### src/rtl/mem_access_unit.sv
// Load/store sequencer driving the Data_mem read/write interface.
// Accepts one memory-class instruction per start. It computes the word
// address and fires a single-cycle mem_read or mem_write strobe. It then
// returns write-back, base/SP-update and return-target results to the datapath.
// All outputs are registered. Each state's action becomes visible in the
// cycle after the edge that leaves that state.
module mem_access_unit #(
  parameter int ADDR_WIDTH = 10,
  parameter int DATA_WIDTH = 32
) (
  input  logic                  clk,
  input  logic                  reset,
  input  logic                  start,
  input  logic [5:0]            opcode,
  input  logic [DATA_WIDTH-1:0] base,
  input  logic [DATA_WIDTH-1:0] offset,
  input  logic [DATA_WIDTH-1:0] store_data,
  input  logic [DATA_WIDTH-1:0] pc_next,
  output logic [DATA_WIDTH-1:0] mem_address,
  output logic [DATA_WIDTH-1:0] mem_din,
  output logic                  mem_read,
  output logic                  mem_write,
  input  logic [DATA_WIDTH-1:0] mem_dout,
  output logic [DATA_WIDTH-1:0] wb_data,
  output logic                  wb_valid,
  output logic [DATA_WIDTH-1:0] ra_data,
  output logic                  ra_valid,
  output logic [DATA_WIDTH-1:0] ret_target,
  output logic                  ret_valid,
  output logic                  busy,
  output logic                  done,
  output logic                  err
);

  localparam logic [5:0] OP_LW     = 6'b000101;
  localparam logic [5:0] OP_LW_POI = 6'b000110;
  localparam logic [5:0] OP_SW     = 6'b000111;
  localparam logic [5:0] OP_CALL   = 6'b001101;
  localparam logic [5:0] OP_RET    = 6'b001110;
  localparam logic [5:0] OP_PUSH   = 6'b001111;
  localparam logic [5:0] OP_POP    = 6'b010000;

  localparam logic [DATA_WIDTH-1:0] ONE = 1;

  typedef enum logic [2:0] {
    S_IDLE,
    S_CALC,
    S_ISSUE,
    S_WAIT,
    S_DONE
  } state_t;

  state_t                state;
  logic [5:0]            op_q;
  logic [DATA_WIDTH-1:0] base_q;
  logic [DATA_WIDTH-1:0] offset_q;
  logic [DATA_WIDTH-1:0] store_q;
  logic [DATA_WIDTH-1:0] pc_q;
  logic [DATA_WIDTH-1:0] addr_q;
  logic [DATA_WIDTH-1:0] new_base_q;
  logic                  err_q;

  logic [DATA_WIDTH-1:0] addr_calc;
  logic [DATA_WIDTH-1:0] new_base_calc;

  function automatic logic is_mem_op(input logic [5:0] op);
    case (op)
      OP_LW, OP_LW_POI, OP_SW, OP_CALL, OP_RET, OP_PUSH, OP_POP: return 1'b1;
      default:                                                  return 1'b0;
    endcase
  endfunction

  function automatic logic is_store(input logic [5:0] op);
    return (op == OP_SW) || (op == OP_PUSH) || (op == OP_CALL);
  endfunction

  // Address and updated base/SP arithmetic, modulo 2^DATA_WIDTH.
  // The stack grows downward with pre-decrement pushes and post-increment pops.
  always_comb begin
    // NOTE: every combinational output gets a default first so no path can
    // leave it unassigned and infer a latch.
    addr_calc     = base_q + offset_q;
    new_base_calc = base_q + ONE;
    case (op_q)
      OP_PUSH, OP_CALL: begin
        addr_calc     = base_q - ONE;
        new_base_calc = base_q - ONE;
      end
      OP_POP, OP_RET: addr_calc = base_q;
      default: ;
    endcase
  end

  // Sequencer FSM with registered strobes, pulses and result registers.
  always_ff @(posedge clk) begin
    if (reset) begin
      state       <= S_IDLE;
      op_q        <= '0;
      base_q      <= '0;
      offset_q    <= '0;
      store_q     <= '0;
      pc_q        <= '0;
      addr_q      <= '0;
      new_base_q  <= '0;
      err_q       <= 1'b0;
      mem_address <= '0;
      mem_din     <= '0;
      mem_read    <= 1'b0;
      mem_write   <= 1'b0;
      wb_data     <= '0;
      wb_valid    <= 1'b0;
      ra_data     <= '0;
      ra_valid    <= 1'b0;
      ret_target  <= '0;
      ret_valid   <= 1'b0;
      busy        <= 1'b0;
      done        <= 1'b0;
      err         <= 1'b0;
    end else begin
      // NOTE: sequential state uses non-blocking assignments only. The
      // defaults below are therefore overridden by later branch assignments,
      // which is how the one-cycle pulses are built.
      mem_read  <= 1'b0;
      mem_write <= 1'b0;
      wb_valid  <= 1'b0;
      ra_valid  <= 1'b0;
      ret_valid <= 1'b0;
      done      <= 1'b0;
      err       <= 1'b0;

      case (state)
        S_IDLE: begin
          if (start) begin
            op_q     <= opcode;
            base_q   <= base;
            offset_q <= offset;
            store_q  <= store_data;
            pc_q     <= pc_next;
            busy     <= 1'b1;
            if (is_mem_op(opcode)) begin
              err_q <= 1'b0;
              state <= S_CALC;
            end else begin
              err_q <= 1'b1;
              state <= S_DONE;
            end
          end
        end

        S_CALC: begin
          addr_q     <= addr_calc;
          new_base_q <= new_base_calc;
          // Only the access address is range-checked. The updated base may
          // legitimately point one past the top of memory.
          if (addr_calc[DATA_WIDTH-1:ADDR_WIDTH] != '0) begin
            err_q <= 1'b1;
            state <= S_DONE;
          end else begin
            state <= S_ISSUE;
          end
        end

        S_ISSUE: begin
          mem_address <= addr_q;
          if (is_store(op_q)) begin
            mem_write <= 1'b1;
            mem_din   <= (op_q == OP_CALL) ? pc_q : store_q;
            state     <= S_DONE;
          end else begin
            mem_read <= 1'b1;
            state    <= S_WAIT;
          end
        end

        S_WAIT: state <= S_DONE;

        S_DONE: begin
          done  <= 1'b1;
          err   <= err_q;
          busy  <= 1'b0;
          state <= S_IDLE;
          // Data_mem presents read data only after the edge that leaves WAIT,
          // so the loaded word is sampled on the edge that leaves DONE.
          if (!err_q) begin
            case (op_q)
              OP_LW: begin
                wb_valid <= 1'b1;
                wb_data  <= mem_dout;
              end
              OP_LW_POI, OP_POP: begin
                wb_valid <= 1'b1;
                wb_data  <= mem_dout;
                ra_valid <= 1'b1;
                ra_data  <= new_base_q;
              end
              OP_PUSH, OP_CALL: begin
                ra_valid <= 1'b1;
                ra_data  <= new_base_q;
              end
              OP_RET: begin
                ret_valid  <= 1'b1;
                ret_target <= mem_dout;
                ra_valid   <= 1'b1;
                ra_data    <= new_base_q;
              end
              default: ;
            endcase
          end
        end

        default: state <= S_IDLE;
      endcase
    end
  end

endmodule

### config.mk
export PLATFORM = sky130hd
export DESIGN_NAME = mem_access_unit
export DESIGN_NICKNAME = d
export VERILOG_FILES = /design/src/rtl/mem_access_unit.sv
export SDC_FILE = /design/constraint.sdc
export NUM_CORES = 1
export LEC_CHECK = 0
export BUFFER_PORTS_ARGS = -buffer_cell sky130_fd_sc_hd__buf_2
export CORE_MARGIN = 1.5
export CORE_UTILIZATION = 31
export CTS_CLUSTER_SIZE = 28
export DETAILED_ROUTE_END_ITERATION = 12
export PLACE_DENSITY_LB_ADDON = 0.2
export SYNTH_ARGS = -nofsm -noshare
export SYNTH_HDL_FRONTEND = slang
export SYNTH_SLANG_ARGS = --single-unit
### constraint.sdc
create_clock -name clk -period 10.5 [get_ports clk]
set_clock_uncertainty 0.2 [all_clocks]
set_input_delay 2.1 -clock clk [delete_from_list [all_inputs] [get_ports clk]]
set_output_delay 2.1 -clock clk [all_outputs]
set_load 0.02 [all_outputs]
# Word level (Yosys, flattened, before mapping)
# Cells that the tools add are included.
dict set report totals {
  n_memories 0
  register_bits 370
  wordCells 93
  latch_bits 0
  ram_bits 0
  output_inout_bits 168
  rom_bits 0
}
dict set report classes {
  n_shift 0
  magnitude_cmp 0
  n_mul 0
  div_mod_pow 0
  mux 24
  bitwise_logic 3
  n_reduce_logical 21
  n_eq_ne 20
  n_addsub 3
}
# op n
set op_table {}
lappend op_table {{$mux 32} 2}
lappend op_table {{$pmux 32 s2} 1}
lappend op_table {{$eq 6x3->1 const B} 6}
lappend op_table {{$eq 6x4->1 const B} 6}
lappend op_table {{$add 32x1->32 const B} 1}
lappend op_table {{$add 32x32->32} 1}
lappend op_table {{$sub 32x1->32 const B} 1}
lappend op_table {{$reduce_bool 22->1} 1}
lappend op_table {{$mux 1} 14}
lappend op_table {{$eq 6x5->1 const B} 2}
lappend op_table {{$mux 3} 4}
lappend op_table {{$pmux 3 s4} 1}
lappend op_table {{$reduce_and 3->1} 4}
lappend op_table {{$reduce_or 2->1} 4}
lappend op_table {{$reduce_or 7->1} 1}
lappend op_table {{$eq 3x2->1 const B} 2}
lappend op_table {{$reduce_and 2->1} 3}
lappend op_table {{$reduce_or 3->1} 2}
lappend op_table {{$reduce_or 5->1} 1}
lappend op_table {{$ne 2x2->1 const B} 2}
lappend op_table {{$pmux 1 s2} 2}
lappend op_table {{$reduce_bool 2->1} 2}
lappend op_table {{$eq 3x1->1 const B} 1}
lappend op_table {{$eq 3x3->1 const B} 1}
lappend op_table {{3 further kinds} 6}

# Logic depth before layout (Yosys ltp)
dict set report depth {
  ltp_word 9
  depth_mapped 15
}

# Least setup slack after synthesis
# OpenSTA, ideal clock, no wires.
dict set report synth_timing {
  path_kind {register -> register}
  start {register base_q[0]}
  end {register err_q}
  setup_ps 133
  arrival_ps 3717
  path_slack_ps 6450
  n_path_buf 2
  path_stages_with_launch 16
  path_cell_list {dfxtp_1 -> clkbuf_1 -> inv_1 -> ha_1 -> or4b_2 -> clkbuf_1 -> or4_1 -> nor4_1 -> xnor2_1 -> o21ai_1 -> nor4_1 -> or4bb_1 -> nor4_1 -> nand4_1 -> o21ai_1 -> a211oi_2}
}
dict set report synth_between {
  elab_chain_cells 5
}
# element line
set synth_lines {}
lappend synth_lines {{start: declaration} 55} ;# logic [DATA_WIDTH-1:0] base_q;
lappend synth_lines {{start signal: assignment} 135} ;# base_q <= base;
lappend synth_lines {{$add 32x32->32 or $sub 32x1->32 (tied branches)} {82, 86}}
lappend synth_lines {{$pmux 32 s2 *} 84} ;# case (op_q)
lappend synth_lines {{$reduce_bool 22->1 *} 155} ;# if (addr_calc[DATA_WIDTH-1:ADDR_WIDTH] != '0) begin
lappend synth_lines {{$ne 2x2->1 (no line) *} n/a}
lappend synth_lines {{$reduce_and 3->1 (no line) *} n/a}
lappend synth_lines {{end signal: assignment} 105} ;# err_q <= 1'b0;
lappend synth_lines {{end signal: assignment} 144} ;# err_q <= 1'b1;
lappend synth_lines {{end signal: assignment} 156} ;# err_q <= 1'b1;
lappend synth_lines {{end: declaration} 61} ;# logic err_q;
# Mark *: on every way between the ends. The rest lies on a longest branch, timed or not.
# A chain may end at the register's enable or synchronous reset.

# Final worst setup path
# Same ends and word-level chain as after synthesis.

==> reports/results.ini <==
[clock_tree]
clk_pin_slew_ns=0.06
cts_made_buffers=43
cts_max_path_buffers=3
cts-htree-levels=2
cts_root_buf=clkbuf_16
cts_sinks=370
cts_hold_buffers=0
cts_setup_buffers=0
cts_tree=done
cts_resized=0
insertion_delay_ns=0.57

[synthesis]
avgSynthCellArea_um2=7.772
synth-seq-area-share=0.4334
ys.flop_type=dfxtp_1
syn_nets=2402
synth_cells=2199
synth-async-reset-ratio=0
synth-seq-cells=370
synth_cell_types=80
ys.warnings.count=0
synth_area_mm2=0.01709
synth_edf_count=0

[grt]
antenna_found_initial=7
grt_pass1_vias=15080
grtUsageTotal=0.1970
grt_pass1_wl_um=88670
grt.overflow.total=0
grt_max_degree=164

[min_path]
worstHoldPathCells=2
min_from=ret_target[24]$_SDFFE_PP0P_
hold_end=ret_target[24]$_SDFFE_PP0P_
hp-class=reg2reg

[setup_path]
r2r_end=err_q$_SDFFE_PP0P_
start_kind=register
r2r_slack_ns=5.67
crit_arrival_ns=5.03
path_max_fanout=11
end_kind=register
reg2reg_depth=13
required_ns=10.71
reg2reg_from=base_q[0]$_SDFFE_PP0P_
worstSetupPathType=reg2reg

[outcome]
run_status=finished, final reports clean

[route]
drc=0
dr.pass1.iters=7
antenna_left=0
vias=16220
finalWirelength_um=57710
drtIter0Drc=975
avgRoutedWirePerCell_um=18.34
routed_via_density=5.156

[sta]
slew_headroom=0.2363
min_period_ns=4.827
setup_tns_ns=0
hold_viol=0
fin_ws_ns=5.673
max_freq_mhz=207.2
tightestPinTransition_ns=1.146
fin_crit_sh=0.4597
drv_slew=0
rsz0062_at_grt=no
setup_viol=0

[job]
max_cap_viol_count=0

[final_layout]
final_common_cell=nand2_1
area_growth_syn_to_layout_pct=19.86
drive_gt1_frac=0.1868
fin_nets=2617
final_cell_mix=nand2_1 (552), dfxtp_1 (370), buf_2 (335)
instances_no_fill=3146

[placed_design]
gp_congestion=0.9258
place_ws_ns=5.715
numPortBuffers=336
place_inst=3065
place_hpwl_um=41440

[power_and_ir_drop]
fin_total_pwr_mw=3.324
peakVddDrop_uv=106.7
p_per_area_mw_per_mm2=162.3
leakage_nw=8.636

[floorplanning]
coreArea_mm2=0.05413
die_h_um=237.8
die_x_um=237.8
row_count=85
ios=337
die_area_mm2=0.05655
initial_core_util=0.3157

per-stage QoR:
stage                     hold slack, ns  area (um^2)  utilization
after floorplan                   0.2268        17090            -
after global placement            0.2365        19100       0.3528
after detailed placement          0.2437        19100       0.3528
after CTS                         0.2522        20470       0.3782
after global routing              0.2636        20480       0.3784
final                             0.2479        20480       0.3784
cell usage after synthesis, types with 3 or more instances:
cell type  instances  area [um^2]
nand3b_1           3        22.52
o211ai_1           8        60.06
a31oi_1           14        87.58
nor3_1            38        190.2
or4_1              6        45.04
a311oi_1          37        324.1
nor2_1           186        698.2
clkbuf_1         161        604.3
a221oi_1           5        43.79
nand2b_1           4        25.02
o21a_1             7        52.55
buf_6              3        33.78
a21o_1            15        112.6
nor4_4             3        63.81
o31a_1             4        35.03
nor4_1            14        87.58
buf_1             15        56.30
nor3b_1            7        52.55
o21ai_0           96        480.5
dfxtp_1          370         7407
xnor2_1           28        245.2
mux2_2             4        45.04
inv_1              8        30.03
and2_1            10        62.56
and3_1            15        93.84
or2_2              5        31.28
ha_1              33        412.9
o21ai_1            5        25.02
o21bai_1           6        45.04
a22oi_1            3        22.52
nand4_1           18        112.6
nor2b_1            3        18.77
a221o_1            3        30.03
a211oi_1          27        202.7
nand2_1          553         2076
buf_2              4        20.02
a21oi_1          293         1466
o2111ai_1          3        26.28
mux2i_1           72        720.7
or3_1             12        75.07
xor2_1            20        175.2
and4_1             5        43.79
o22ai_1            6        37.54
nand3_1           21        105.1
cell families after synthesis:
group,Yosys count,share of synthesized area
xor gates and xnor gates,48,0.02460
muxes,77,0.04612
adders and majority gates,34,0.02533
DFF,370,0.4334
and+or+nand+nor,924,0.2352
buffers and inverters,191,0.04356
AOI/OAI and AO/OA,555,0.1917
state kept, by name, indices dropped and copies added, names as in the netlist, 3 cells and up:
name         cells
mem_address     32
state            3
pc_q            32
op_q             6
ret_target      32
base_q          32
mem_din         32
new_base_q      32
wb_data         32
offset_q        32
addr_q          32
store_q         32
ra_data         32
critical path, cell delays in order (launching register included):
cell	delay [ns]
dfxtp_1	0.40
ha_1	0.27
fa_1	0.43
a211oi_1	0.37
o21ai_0	0.23
a41o_1	0.36
a2111oi_2	0.57
nor3_1	0.10
nor4_1	0.50
or4bb_1	0.55
nor4_1	0.19
nand4_1	0.20
o21ai_1	0.20
a211oi_2	0.08
worst max-delay path by stage:
stage               slack (ns)                  to  cells after the start                    from
finish                    5.67  err_q$_SDFFE_PP0P_                     13  base_q[0]$_SDFFE_PP0P_
detailed placement        5.72  err_q$_SDFFE_PP0P_                     13  base_q[0]$_SDFFE_PP0P_
global placement          5.84  err_q$_SDFFE_PP0P_                     13  base_q[1]$_SDFFE_PP0P_
CTS                       5.69  err_q$_SDFFE_PP0P_                     13  base_q[0]$_SDFFE_PP0P_
floorplan                 6.45  err_q$_SDFFE_PP0P_                     15  base_q[0]$_SDFFE_PP0P_
global route              5.40  err_q$_SDFFE_PP0P_                     13  base_q[0]$_SDFFE_PP0P_
layer usage:
layer | share of wire | wire, um | global-route usage
met1 | 0.49 | 28060 | 0.2888
met4 | 0.017 | 988 | 0.05057
met2 | 0.44 | 25140 | 0.2944
met5 | 0.00071 | 41 | 0
met3 | 0.060 | 3477 | 0.03623
report_power, final:
| part | leakage [nW] | switching (mW) | internal (mW) | total, mW |
|---|---|---|---|---|
| clock network | 0.661 | 0.609 | 0.856 | 1.47 |
| registers | 3.00 | 0.0540 | 1.44 | 1.50 |
| logic | 4.97 | 0.232 | 0.128 | 0.360 |
| total | 8.64 | 0.895 | 2.43 | 3.32 |
cell type report:
| class | count | area (um^2) |
|---|---|---|
| antenna | 4 | 10.01 |
| multi-input combinational | 1638 | 8974 |
| timing repair buffer | 353 | 1819 |
| clock buffer | 57 | 1159 |
| inverter | 8 | 30.03 |
| sequential | 370 | 7407 |
| clock inverter | 20 | 214.0 |
| tap | 696 | 870.8 |
| fill | 5686 | 33650 |
(Power assumes the default switching activity.)
